File: src/rtl/alu_seq_pkg.sv
// Shared constants and enumerations for the ALU sequencer and its datapath.
package alu_seq_pkg;
  localparam int DATA_W = 8;
  localparam int RES_W  = 16;

  typedef enum logic [2:0] {
    OP_ADD = 3'b000,
    OP_SUB = 3'b001,
    OP_XOR = 3'b010,
    OP_SHL = 3'b011,
    OP_MUL = 3'b100
  } op_e;

  typedef enum logic [1:0] {
    ST_IDLE = 2'd0,
    ST_EXEC = 2'd1,
    ST_MUL  = 2'd2,
    ST_DONE = 2'd3
  } state_e;
endpackage

File: src/rtl/alu_seq_datapath.sv
// Combinational datapath: one shared add/sub unit plus XOR and left shifter.
module alu_seq_datapath
  import alu_seq_pkg::*;
(
  input  logic [DATA_W-1:0] x,
  input  logic [DATA_W-1:0] y,
  input  logic              sub,
  output logic [DATA_W-1:0] sum,
  output logic              carry,
  output logic [DATA_W-1:0] xor_out,
  output logic [RES_W-1:0]  shl_out
);
  logic [DATA_W:0] raw;

  always_comb begin
    // Subtraction as x + ~y + 1; a missing carry-out means a borrow occurred.
    raw     = {1'b0, x} + {1'b0, (sub ? ~y : y)} + {{DATA_W{1'b0}}, sub};
    sum     = raw[DATA_W-1:0];
    carry   = sub ? ~raw[DATA_W] : raw[DATA_W];
    xor_out = x ^ y;
    shl_out = {{(RES_W-DATA_W){1'b0}}, x} << y[2:0];
  end
endmodule

File: src/rtl/alu_sequencer.sv
// Command/response ALU sequencer: single-cycle ADD/SUB/XOR/SHL and an
// 8-iteration shift-add MUL that reuses the one shared adder.
module alu_sequencer
  import alu_seq_pkg::*;
#(
  parameter int MUL_EN = 1
) (
  input  logic              clk,
  input  logic              rst_n,
  input  logic              cmd_valid,
  output logic              cmd_ready,
  input  logic [2:0]        cmd_op,
  input  logic [DATA_W-1:0] cmd_a,
  input  logic [DATA_W-1:0] cmd_b,
  output logic              rsp_valid,
  input  logic              rsp_ready,
  output logic [RES_W-1:0]  rsp_result,
  output logic              rsp_flag,
  output logic              rsp_err,
  output logic              busy
);
  state_e            state_q, state_d;
  logic              live_q, live_d;
  logic [2:0]        op_q, op_d;
  logic [DATA_W-1:0] a_q, a_d, b_q, b_d, acc_q, acc_d;
  logic [2:0]        cnt_q, cnt_d;
  logic [RES_W-1:0]  res_q, res_d;
  logic              flag_q, flag_d, err_q, err_d;

  logic              illegal;
  logic [DATA_W-1:0] dp_x, dp_y, dp_sum, dp_xor;
  logic              dp_sub, dp_carry;
  logic [RES_W-1:0]  dp_shl;

  assign cmd_ready  = live_q && (state_q == ST_IDLE);
  assign busy       = (state_q != ST_IDLE);
  assign rsp_valid  = (state_q == ST_DONE);
  assign rsp_result = res_q;
  assign rsp_flag   = flag_q;
  assign rsp_err    = err_q;

  assign illegal = (cmd_op > 3'b100) || ((cmd_op == OP_MUL) && (MUL_EN == 0));

  // In MUL the adder accumulates the multiplicand whenever the multiplier LSB is set.
  always_comb begin
    dp_x   = a_q;
    dp_y   = b_q;
    dp_sub = (state_q == ST_EXEC) && (op_q == OP_SUB);
    if (state_q == ST_MUL) begin
      dp_x = acc_q;
      dp_y = b_q[0] ? a_q : '0;
    end
  end

  alu_seq_datapath u_dp (
    .x       (dp_x),
    .y       (dp_y),
    .sub     (dp_sub),
    .sum     (dp_sum),
    .carry   (dp_carry),
    .xor_out (dp_xor),
    .shl_out (dp_shl)
  );

  always_comb begin
    state_d = state_q;
    live_d  = 1'b1;
    op_d    = op_q;
    a_d     = a_q;
    b_d     = b_q;
    acc_d   = acc_q;
    cnt_d   = cnt_q;
    res_d   = res_q;
    flag_d  = flag_q;
    err_d   = err_q;
    case (state_q)
      ST_IDLE: begin
        if (cmd_valid && cmd_ready) begin
          op_d   = cmd_op;
          a_d    = cmd_a;
          b_d    = cmd_b;
          acc_d  = '0;
          cnt_d  = '0;
          res_d  = '0;
          flag_d = 1'b0;
          err_d  = illegal;
          if (illegal)                state_d = ST_DONE;
          else if (cmd_op == OP_MUL)  state_d = ST_MUL;
          else                        state_d = ST_EXEC;
        end
      end
      ST_EXEC: begin
        state_d = ST_DONE;
        case (op_q)
          OP_ADD, OP_SUB: begin
            res_d  = {{(RES_W-DATA_W){1'b0}}, dp_sum};
            flag_d = dp_carry;
          end
          OP_XOR:  res_d = {{(RES_W-DATA_W){1'b0}}, dp_xor};
          default: res_d = dp_shl;
        endcase
      end
      ST_MUL: begin
        // {acc, b} shifts right each step; the product fills it after 8 steps.
        acc_d = {dp_carry, dp_sum[DATA_W-1:1]};
        b_d   = {dp_sum[0], b_q[DATA_W-1:1]};
        cnt_d = cnt_q + 3'd1;
        if (cnt_q == 3'd7) begin
          state_d = ST_DONE;
          res_d   = {acc_d, b_d};
        end
      end
      ST_DONE: begin
        if (rsp_ready) state_d = ST_IDLE;
      end
      default: state_d = ST_IDLE;
    endcase
  end

  always_ff @(posedge clk or negedge rst_n) begin
    if (!rst_n) begin
      state_q <= ST_IDLE;
      live_q  <= 1'b0;
      op_q    <= '0;
      a_q     <= '0;
      b_q     <= '0;
      acc_q   <= '0;
      cnt_q   <= '0;
      res_q   <= '0;
      flag_q  <= 1'b0;
      err_q   <= 1'b0;
    end else begin
      state_q <= state_d;
      live_q  <= live_d;
      op_q    <= op_d;
      a_q     <= a_d;
      b_q     <= b_d;
      acc_q   <= acc_d;
      cnt_q   <= cnt_d;
      res_q   <= res_d;
      flag_q  <= flag_d;
      err_q   <= err_d;
    end
  end
endmodule

File: config.mk
export PLATFORM = sky130hd
export DESIGN_NAME = alu_sequencer
export DESIGN_NICKNAME = d
export VERILOG_FILES = /design/src/rtl/alu_seq_pkg.sv /design/src/rtl/alu_seq_datapath.sv /design/src/rtl/alu_sequencer.sv
export SDC_FILE = /design/constraint.sdc
export NUM_CORES = 1
export LEC_CHECK = 0
export BUFFER_PORTS_ARGS = -buffer_cell sky130_fd_sc_hd__buf_2
export CAP_MARGIN = 0
export CORE_MARGIN = 2
export CORE_UTILIZATION = 50
export CTS_BUF_LIST = sky130_fd_sc_hd__clkbuf_8
export DETAILED_ROUTE_END_ITERATION = 16
export GPL_ROUTABILITY_DRIVEN = 0
export PLACE_DENSITY = 0.79
export SLEW_MARGIN = 30
export SYNTH_ARGS = -nofsm -noshare
export SYNTH_HDL_FRONTEND = slang
export SYNTH_HIERARCHICAL = 1
export SYNTH_SLANG_ARGS = --single-unit
File: constraint.sdc
create_clock -name clk -period 8.6 [get_ports clk]
set_clock_uncertainty 0.05 [all_clocks]
set_input_delay 1.29 -clock clk [delete_from_list [all_inputs] [get_ports clk]]
set_output_delay 1.29 -clock clk [all_outputs]
set_load 0.01 [all_outputs]
Word level (Yosys, flattened, before mapping)
Index checks and enable logic that the tools add are counted.
- bitwise logic cells: 3
- equality and inequality tests: 11
- muxes and demuxes: 24
- shift-type cells: 1
- reduce and logical (&&, ||, !) cells: 15
- add/sub/neg operators: 3
- $lt $le $gt $ge: 1
- operator list (cell ; count):
    $mux 8 ; 6
    $pmux 16 s3 ; 1
    $mux 16 ; 2
    $pmux 16 s2 ; 1
    $pmux 8 s2 ; 2
    $shl 8x3->16 ; 1
    $mux 2 ; 5
    $add 8x8->9 ; 1
    $add 9x1->9 ; 1
    $reduce_and 3->1 ; 3
    $ne 2x1->1 const B ; 4
    $not 8->8 ; 1
    $pmux 2 s4 ; 1
    $xor 8x8->8 ; 1
    $eq 3x3->1 const B ; 2
    $pmux 3 s2 ; 1
    $reduce_bool 2->1 ; 3
    $eq 2x2->1 const B ; 2
    $reduce_and 2->1 ; 2
    $add 3x1->3 const B ; 1
    $eq 3x1->1 const B ; 1
    $eq 3x2->1 const B ; 1
    $gt 3x3->1 const B ; 1
    $logic_and 1x1->1 ; 3
    9 further kinds ; 11
- register bits after elaboration: 51

Logic depth before layout (Yosys ltp)
Gate-level depths: netlist (run 1).
- depth in word-level cells: 10
- gate-level depth with buffers: 19
- mapped depth without buffers: 14

By module
Netlist (run 1), hierarchy kept.
- by module, submodules not included (module ; instances ; cells an instance ; seq. area each (um^2) ; area an instance (um^2)):
    alu_sequencer ; 1 ; 248 ; 1276.2 ; 2640.0
    alu_seq_datapath ; 1 ; 108 ; 0.0 ; 802.0

Worst setup path before layout (run 1)
No wires, ideal clock.
- path type: reg-to-reg
- from: reg state_q[0]
- to: reg res_q[7], in the netlist rsp_result[7]
- data arrival time: 3.625 ns
- path buffers: 5
- required time: 8.418 ns
- setup slack: 4.793 ns
- cell stages (with the launch flop): 20
- cells stage by stage: dfrtp_1 inv_1 ha_1 buf_6 buf_4 and2_1 clkbuf_1 nand2_1 o21ai_0 buf_2 buf_1 xor2_1 ha_1 and4_1 a211o_1 o31ai_2 xnor2_1 a222oi_1 a21boi_1 o21ai_1
- word-level cells in the longest chain between the ends: 8
- RTL lines (what ; line ; text):
    start: declaration ; alu_sequencer.sv:22 ; state_e state_q, state_d;
    start signal: assignment ; alu_sequencer.sv:133 ; state_q <= state_d;
    $eq 2x2->1 (*) ; alu_sequencer.sv:49 ; if (state_q == ST_MUL) begin
    $mux 8 (*) ; alu_sequencer.sv:49 ;
    net dp_y[1] ; alu_sequencer.sv:31 ; logic [DATA_W-1:0] dp_x, dp_y, dp_sum, dp_xor;
    $not 8->8 ; alu_seq_datapath.sv:17 ; raw = {1'b0, x} + {1'b0, (sub ? ~y : y)} + {{DATA_W{1'b0}}, sub};
    $mux 8 (*) ; alu_seq_datapath.sv:17 ;
    $add 8x8->9 (*) ; alu_seq_datapath.sv:17 ;
    $add 9x1->9 (*) ; alu_seq_datapath.sv:17 ;
    net dp_sum[7] ; alu_sequencer.sv:31 ;
    $pmux 16 s2 (*) ; alu_sequencer.sv:94 ; case (op_q)
    $pmux 16 s3 (*) ; alu_sequencer.sv:76 ; case (state_q)
    end signal: assignment ; alu_sequencer.sv:140 ; res_q <= res_d;
    end: declaration ; alu_sequencer.sv:27 ; logic [RES_W-1:0] res_q, res_d;
Mark *: on every way through the listed nets, which the timed path passes. The rest lies on a longest branch. The select of a mux whose other input is x is not followed.
A chain may end at the register's enable or synchronous reset.

Final worst setup path (run 1)
- from: reg state_q[0]
- to: reg flag_q, in the netlist rsp_flag
- word-level cells in the longest chain between the ends: 10
- RTL lines (what ; line ; text):
    $eq 2x2->1 (*) ; alu_sequencer.sv:49 ;
    $mux 8 (*) ; alu_sequencer.sv:49 ;
    net dp_y[1] ; alu_sequencer.sv:31 ;
    $not 8->8 ; alu_seq_datapath.sv:17 ;
    $mux 8 (*) ; alu_seq_datapath.sv:17 ;
    $add 8x8->9 (*) ; alu_seq_datapath.sv:17 ;
    $add 9x1->9 (*) ; alu_seq_datapath.sv:17 ;
    $not 1->1 ; alu_seq_datapath.sv:19 ; carry = sub ? ~raw[DATA_W] : raw[DATA_W];
    $mux 1 (*) ; alu_seq_datapath.sv:19 ;
    net dp_carry ; alu_sequencer.sv:32 ; logic dp_sub, dp_carry;
    $mux 1 (*) ; alu_sequencer.sv:94 ;
    $pmux 1 s2 (*) ; alu_sequencer.sv:76 ;
    end signal: assignment ; alu_sequencer.sv:141 ; flag_q <= flag_d;
    end: declaration ; alu_sequencer.sv:28 ; logic flag_q, flag_d, err_q, err_d;
Marks and branches as above.

==> results of run 1 <==
==> layout make-up <==
cell class | instances | area share (%)
Clock buffer | 6 | 2.23
Multi-Input combinational cell | 267 | 52.5
Clock inverter | 1 | 0.135
Sequential cell | 51 | 34.4
Inverter | 15 | 1.52
Tap cell | 80 | 2.70
Timing Repair Buffer | 46 | 6.48
==> routing by layer <==
layer  vias to the layer above  GRT usage (%)  share of wire [%]
met3                        17           3.41                7.5
met2                       149           35.7                 46
met1                      1361           31.8                 45
met4                         0           7.67                1.8
met5                         -              0                  0
li1                       1324              -                  -
==> sequential cells by signal, indices dropped and copies added (netlist names) <==
signal	cells
b_q	8
acc_q	8
live_q	1
a_q	8
op_q	3
rsp_flag	1
state_q	2
rsp_result	16
cnt_q	3
rsp_err	1
==> stage by stage <==
stage | instance area [um2] | utilization (%)
finish | 3710 | 55.2
global route | 3710 | 55.2
CTS | 3710 | 55.2
detailed placement | 3620 | 53.9
global placement | 3610 | 53.8
floorplan | 3440 | -
==> worst paths after layout <==
kind	startpoint	endpoint	slack, ns	cells after the start
worst max-delay path	state_q[0]	rsp_flag	4.31	15
max in group asynchronous	rst_n	acc_q[4]	7.11	1
worst min-delay path	rsp_result[0]	rsp_result[0]	0.43	2
worst max register to register	state_q[0]	rsp_flag	4.31	15
worst min register to register	rsp_result[0]	rsp_result[0]	0.43	2
min in group asynchronous	rst_n	acc_q[6]	0.94	1
==> cells in the mapped netlist (all sizes together) (7+ instances only) <==
library cell	n	share of area, %
a22oi	8	1.7
buf	18	4.4
mux2	24	8.0
nor2	14	1.5
a21oi	9	1.3
a222oi	7	2.0
o21ai	41	6.0
a22o	10	2.5
inv	14	1.5
xor2	17	4.3
ha	14	5.1
mux2i	17	4.9
a21boi	10	2.8
dfrtp	51	37
nand2	44	4.8
==> logic make-up after synthesis <==
| logic type | count (synthesis) |
|---|---|
| buf+inv | 38 |
| compound gates | 102 |
| fa+ha+maj | 15 |
| xor+xnor | 22 |
| flops | 51 |
| simple gates | 85 |
| other cells | 2 |
| mux | 41 |
==> tightest hold or removal path: stages, from the launching register on <==
cell and delay (ns):
dfrtp_1 0.35, nand2_1 0.04, o21ai_0 0.06
==> summary.md, run 1 <==
| Metric | Value |
|---|---|
| Unrepaired setup endpoints after global routing | `false` |
| DRC viols | `0` |
| Fin cells | `466` |
| DR vias/cell | `6.12` |
| DIE AREA | `0.00756 mm2` |
| Post-synthesis compound-gate area fraction | `20.4%` |
| Largest net degree at the start of global routing | `52` |
| Routed Antenna Nets | `0` |
| Synth Area in Adders | `5.67%` |
| Critical path class | `reg2reg` |
| Multiplexer share of the synthesized area | `12.9%` |
| Worst setup margin | `4.31 ns` |
| Largest family of logic cells by synthesized area | `compound AO/OA/AOI/OAI gates` |
| Post-Route WL | `8190 um` |
| Hold buffers post-CTS | `0` |
| Crit path largest cell delay | `0.84 ns` |
| Worst path slowest cell | `ha_2` |
| Syn avg cell area | `9.67 um2` |
| GRT Overall Usage | `22.7%` |
| Worst Hold Class | `reg2reg` |
| Post-Synth XOR/XNOR Area | `5.60%` |
| Simple logic cell fraction of the synthesized area | `11.6%` |
| Slew margin rel. | `35.0%` |
| Crit path launch type | `register` |
| Least-Margin Pin Slew | `0.976 ns` |
| Multi-input gate area | `0.00195 mm2` |
| Cell family with most CP delay | `adder cells` |
| Worst path arrival time | `4.48 ns` |
| Detailed-route wire length per cell | `17.6 um` |
| Clock buffer depth | `2` |
| Critical path cell sequence | `inv_1, ha_2, and2_1, nand2_1, o21ai_1, buf_4, xor2_1, fa_1, a21o_1, a221oi_1, o21bai_1, xor2_1, nand2_1, o21ai_0, a21o_1` |
| WP data required | `8.80 ns` |
| Warnings from Yosys | `6` |
| Worst path bufs/invs | `2` |
| Post-CTS Setup Bufs | `0` |
| Fillers | `615` |
| Register area share after synthesis | `37.1%` |
| TritonCTS clock tree | `yes` |
| Vias in the first global route | `2716` |
| Period utilisation layout | `49.8%` |
| CTS resizes | `0` |
| Clock Latency Late Sink | `0.31 ns` |
| GRT overflow | `0` |
| Max-cap violations | `0` |
| Synthesis-to-layout area growth | `7.67%` |
| Hold slack | `0.428 ns` |
| Setup_tns | `0 ns` |
| Fmax | `233 MHz` |
| Max Slew Vio Count | `0` |
| Number of synthesized flops with an enable pin | `0` |
| Post-Synthesis Cells | `356` |
| PortBufs | `43` |
| Most frequent cells in the layout | `51 x dfrtp_1, 44 x nand2_1, 42 x buf_2, 29 x o21ai_0, 23 x mux2_2` |
| Clock sinks | `51` |
| Hpwl dp | `5980 um` |
| Die width | `87.0 um` |
| Synth async-reset ratio | `100%` |
| Htree depth | `2` |
| CTS clock-pin slew for the worst setup and hold paths | `0.09 ns` |
| Setup Slack @ Placement | `4.42 ns` |
| Site row count | `30` |
| Yosys reg bits | `51` |
| I/O pin count | `44` |
| Synth unique cells | `51` |
| Status | `finished, final reports clean` |
| DR vias | `2851` |
| Antenna violations before repair | `0` |
| Antenna cells | `0` |
| Pre-antenna DRT Iters | `7` |
| Top FF cell, synth | `dfrtp_1` |
| Post-Syn Area | `0.00344 mm2` |
| Hold Vio Cnt, Final | `0` |
| Max FO, Critical Path | `47` |
| Die Y-Extent | `87.0 um` |
| Syn nets | `394` |
| Core Box Area | `0.00672 mm2` |
| Fin crit period | `4.29 ns` |
| First-pass GRT wire length | `13500 um` |
| Root Buffer | `clkbuf_8` |
| Commonest non-fill, non-tap cell in the layout | `dfrtp_1` |
| Final Setup Violations | `0` |
| Critical Path End Type | `register` |
| Layout Nets | `424` |
| Placed Cells incl. Taps | `459` |
| Starting DRT DRC Count | `307` |
| Total CTS buffers | `5` |
| Sequential Area | `0.00128 mm2` |
| Initial Util | `51.2%` |
| Layout cells sized above 1 | `22.5%` |
Power of run 1 is left out: the tool's default activity adds up to more than one toggle a clock period on the data nets, which glitch-free logic cannot reach.
==> run 2, diff against run 1 <==
==> constraint.sdc (replaced) <==
create_clock -name clk -period 4.4 [get_ports clk]
set_clock_uncertainty 0.05 [all_clocks]
set_input_delay 0.66 -clock clk [delete_from_list [all_inputs] [get_ports clk]]
set_output_delay 0.66 -clock clk [all_outputs]
set_load 0.01 [all_outputs]
==> summary.md, run 2 (same netlist as run 1, synthesis figures left out) <==
| Metric | Value |
|---|---|
| Status | `finished, final reports clean` |
| Vias in the first global route | `2711` |
| First-pass GRT wire length | `13300 um` |
| WP data required | `4.54 ns` |
| Setup_tns | `0 ns` |
| Reg-to-reg startpoint | `state_q[0]` |
| TritonCTS clock tree | `yes` |
| Slew margin rel. | `50.5%` |
| Least-Margin Pin Slew | `0.740 ns` |
| DRC viols | `0` |
| Final Setup Violations | `0` |
| Commonest non-fill, non-tap cell in the layout | `dfrtp_1` |
| DR vias/cell | `6.12` |
| CTS resizes | `0` |
| Max FO, Critical Path | `29` |
| Critical path cell sequence | `inv_1, ha_2, buf_4, mux2_2, ha_1, and4_1, a211o_1, o31ai_2, xnor2_1, a222oi_1, a21boi_1, o21ai_1` |
| Period utilisation layout | `92.7%` |
| Critical path class | `reg2reg` |
| Hpwl dp | `5990 um` |
| Post-Route WL | `8010 um` |
| Cell family with most CP delay | `compound AO/OA/AOI/OAI gates` |
| Total CTS buffers | `5` |
| Core Box Area | `0.00672 mm2` |
| Fillers | `570` |
| Worst path slowest cell | `ha_2` |
| Pre-antenna DRT Iters | `5` |
| Crit path launch type | `register` |
| Routed Antenna Nets | `0` |
| Worst Hold Class | `in2async` |
| GRT overflow | `0` |
| Antenna cells | `0` |
| Layout cells sized above 1 | `22.9%` |
| DR vias | `2872` |
| R2R setup slack | `0.32 ns` |
| PortBufs | `43` |
| Clock buffer depth | `2` |
| Post-CTS Setup Bufs | `0` |
| Unrepaired setup endpoints after global routing | `false` |
| Worst path arrival time | `4.22 ns` |
| Synthesis-to-layout area growth | `8.47%` |
| Clock Latency Late Sink | `0.32 ns` |
| Die width | `87.0 um` |
| Worst path bufs/invs | `2` |
| Antenna violations before repair | `0` |
| Layout Nets | `426` |
| Initial Util | `51.2%` |
| Clock sinks | `51` |
| Worst Reg2Reg Path Length in Cells | `12` |
| Max-cap violations | `0` |
| Most frequent cells in the layout | `51 x dfrtp_1, 44 x nand2_1, 42 x buf_2, 29 x o21ai_0, 23 x mux2_2` |
| Fin crit period | `4.08 ns` |
| Crit path from | `state_q[0]` |
| GRT Overall Usage | `22.4%` |
| Largest net degree at the start of global routing | `52` |
| Starting DRT DRC Count | `230` |
| Root Buffer | `clkbuf_8` |
| Hold buffers post-CTS | `0` |
| I/O pin count | `44` |
| Max Slew Vio Count | `0` |
| Fmax | `245 MHz` |
| Site row count | `30` |
| Reg2reg end | `rsp_result[7]` |
| DIE AREA | `0.00756 mm2` |
| Largest register FFs | `16` |
| Critical Path End Type | `register` |
| Htree depth | `2` |
| Die Y-Extent | `87.0 um` |
| Detailed-route wire length per cell | `17.1 um` |
| Crit path largest cell delay | `0.62 ns` |
| CTS clock-pin slew for the worst setup and hold paths | `0.09 ns` |
| Hold Vio Cnt, Final | `0` |
==> run 2: layer usage <==
layer | track usage, % | up-vias | part of all wire [%]
met2 | 32.9 | 163 | 44
met4 | 9.23 | 0 | 3.1
li1 | - | 1340 | -
met3 | 4.64 | 24 | 8.9
met5 | 0 | - | 0
met1 | 32.1 | 1345 | 44
==> run 2: cell type report <==
class | instances | area, um2 | area share (%)
Inverter | 15 | 56.3 | 1.51
Tap cell | 80 | 100 | 2.68
Clock buffer | 7 | 96.3 | 2.58
Timing Repair Buffer | 48 | 255 | 6.84
Multi-Input combinational cell | 267 | 1950 | 52.1
Clock inverter | 1 | 3.75 | 0.101
Sequential cell | 51 | 1280 | 34.2
==> run 2: how the worst max path moves through the flow <==
stage	end	slack, ns	cells past startpoint
6_report	rsp_result[7]	0.32	12
5_1_grt	rsp_result[7]	0.16	12
4_1_cts	rsp_result[7]	0.43	12
3_5_place_dp	rsp_result[7]	0.47	12
3_3_place_gp	rsp_result[7]	0.53	12
2_1_floorplan	rsp_result[7]	0.59	19
==> run 2: stage by stage <==
step / hold WS [ns] / cells / utilization, % / worst slack [ns] / instance area (um2)
2_1_floorplan: 0.314 / 356 / - / 0.593 / 3440
3_3_place_gp: 0.407 / 461 / 54.0 / 0.528 / 3630
3_5_place_dp: 0.420 / 461 / 54.0 / 0.468 / 3630
4_1_cts: 0.333 / 469 / 55.5 / 0.434 / 3730
5_1_grt: 0.372 / 469 / 55.6 / 0.157 / 3730
6_report: 0.308 / 469 / 55.6 / 0.319 / 3730
Power of run 2 is left out for the same reason.
==> run 3, diff against run 2 <==
--- a/config.mk
+++ b/config.mk
@@ -5,14 +5,15 @@
 export SDC_FILE = /design/constraint.sdc
 export NUM_CORES = 1
 export LEC_CHECK = 0
-export BUFFER_PORTS_ARGS = -buffer_cell sky130_fd_sc_hd__buf_2
 export CAP_MARGIN = 0
 export CORE_MARGIN = 2
 export CORE_UTILIZATION = 50
 export CTS_BUF_LIST = sky130_fd_sc_hd__clkbuf_8
 export DETAILED_ROUTE_END_ITERATION = 16
+export DONT_BUFFER_PORTS = 1
 export GPL_ROUTABILITY_DRIVEN = 0
-export PLACE_DENSITY = 0.79
+export PLACE_DENSITY = 0.74
+export REMOVE_ABC_BUFFERS = 1
 export SLEW_MARGIN = 30
 export SYNTH_ARGS = -nofsm -noshare
 export SYNTH_HDL_FRONTEND = slang
==> constraint.sdc (replaced) <==
create_clock -name clk -period 4.5 [get_ports clk]
set_clock_uncertainty 0.05 [all_clocks]
set_input_delay 0.675 -clock clk [delete_from_list [all_inputs] [get_ports clk]]
set_output_delay 0.675 -clock clk [all_outputs]
set_load 0.01 [all_outputs]
==> summary.md, run 3 (same netlist as run 1, synthesis figures left out) <==
| Metric | Value |
|---|---|
| DR vias/cell | `6.25` |
| WP data required | `4.63 ns` |
| Unrepaired setup endpoints after global routing | `false` |
| TritonCTS clock tree | `yes` |
| I/O pin count | `44` |
| Fillers | `600` |
| Layout Nets | `385` |
| R2R setup slack | `0.51 ns` |
| Clock sinks | `51` |
| Post-CTS Setup Bufs | `0` |
| Routed Antenna Nets | `0` |
| CTS clock-pin slew for the worst setup and hold paths | `0.10 ns` |
| Placement Cell Area | `0.00342 mm2` |
| Finished Cell Area | `0.00359 mm2` |
| Hpwl dp | `5960 um` |
| DRC viols | `0` |
| Hold Vio Cnt, Final | `0` |
| Fmax | `251 MHz` |
| Root Buffer | `clkbuf_8` |
| Crit path launch type | `register` |
| Sequential Area | `0.00128 mm2` |
| DIE AREA | `0.00756 mm2` |
| Clock Latency Late Sink | `0.31 ns` |
| PortBufs | `0` |
| DR vias | `2677` |
| Antenna cells | `0` |
| Least-Margin Pin Slew | `0.814 ns` |
| Starting DRT DRC Count | `303` |
| Setup Slack @ Placement | `0.634 ns` |
| Detailed-route wire length per cell | `19.1 um` |
| Setup_tns | `0 ns` |
| CTS resizes | `0` |
| Slew margin rel. | `45.2%` |
| Die width | `87.0 um` |
| Most frequent cells in the layout | `51 x dfrtp_1, 44 x nand2_1, 29 x o21ai_0, 23 x mux2_2` |
| Most used cell, CP | `ha_1` |
| Vias in the first global route | `2671` |
| Antenna violations before repair | `0` |
| GRT overflow | `0` |
| Max FO, Critical Path | `9` |
| Max-cap violations | `0` |
| Critical path class | `reg2reg` |
| First-pass GRT wire length | `13600 um` |
| Worst Hold Class | `in2async` |
| Initial Util | `51.2%` |
| Core Box Area | `0.00672 mm2` |
| Post-Route WL | `8170 um` |
| Worst path slowest cell | `and2_1` |
| Critical Path End Type | `register` |
| Site row count | `30` |
| Commonest non-fill, non-tap cell in the layout | `dfrtp_1` |
| Layout cells sized above 1 | `14.1%` |
| Total CTS buffers | `5` |
| Synthesis-to-layout area growth | `4.22%` |
| Critical path cell sequence | `inv_1, ha_1, nor3b_2, buf_4, and2_1, xor2_1, ha_1, and4_1, a211o_1, o31ai_2, xnor2_1, a222oi_1, a21boi_1, o21ai_1` |
| Fin crit period | `3.99 ns` |
| Max Slew Vio Count | `0` |
| GRT Overall Usage | `23.2%` |
| Pre-antenna DRT Iters | `5` |
| Largest register FFs | `16` |
| Largest net degree at the start of global routing | `52` |
| Clock buffer depth | `2` |
| Die Y-Extent | `87.0 um` |
| Period utilisation layout | `88.6%` |
| Final Setup Violations | `0` |
| Status | `finished, final reports clean` |
| Worst setup margin | `0.512 ns` |
| Htree depth | `2` |
| Worst path arrival time | `4.11 ns` |
| Multi-input gate area | `0.00195 mm2` |
| Crit path largest cell delay | `0.47 ns` |
-- run 3: changes by cell type in the layout (fill, tap and decap cells not counted) --
cell	previous run	this run
buf_16	0	1
buf_2	42	0
bufinv_16	0	2
clkbuf_8	7	5
clkinvlp_4	0	1
inv_1	15	14
-- run 3: path summary, 6_finish.rpt --
path,from,to,depth (start not counted)
max,state_q[1],rsp_result[7],14
max in group asynchronous,rst_n,rsp_result[7],1
min,rst_n,cnt_q[1],1
max reg2reg,state_q[1],rsp_result[7],14
min in group clk,cmd_a[2],a_q[2],1
min reg2reg,acc_q[0],acc_q[0],1
-- run 3: final cells by class --
cell class / instances / share of cell area [%]
timing repair buffer: 7 / 2.02
clock buffer: 5 / 1.92
clock inverter: 3 / 1.88
tap: 80 / 2.79
sequential: 51 / 35.6
inverter: 15 / 1.57
multi-input combinational: 267 / 54.2
-- run 3: metal layers --
metal	wire length (um)	global-route usage [%]
met5	0	0
met4	97	7.24
met3	592	5.88
met2	3850	36.7
met1	3630	31.1
-- run 3: what timing repair did --
| action | CTS | global route |
|---|---|---|
| hold endpoints to repair | 51 | 0 |
| hold buffers | 1 | 0 |
| endpoints found under the setup margin | 0 | 0 |
-- run 3: critical path: cells and delay by family, from the launching register on --
| kind | cells | cell delay, ns |
|---|---|---|
| buffers and inverters | 2 | 0.28 |
| AOI/OAI and AO/OA | 5 | 1.23 |
| adders and majority gates | 2 | 0.67 |
| DFF | 1 | 0.43 |
| and+or+nand+nor | 3 | 0.89 |
| xor gates and xnor gates | 2 | 0.30 |
-- run 3: stage by stage --
stage                     utilization, %  instances  hold slack (ns)
after floorplan                        -        333            0.329
final                               53.4        428            0.147
after CTS                           53.4        428            0.160
after global placement              50.9        419            0.331
after global routing                53.4        428            0.166
after detailed placement            50.9        419            0.330
Power of run 3 is left out for the same reason.
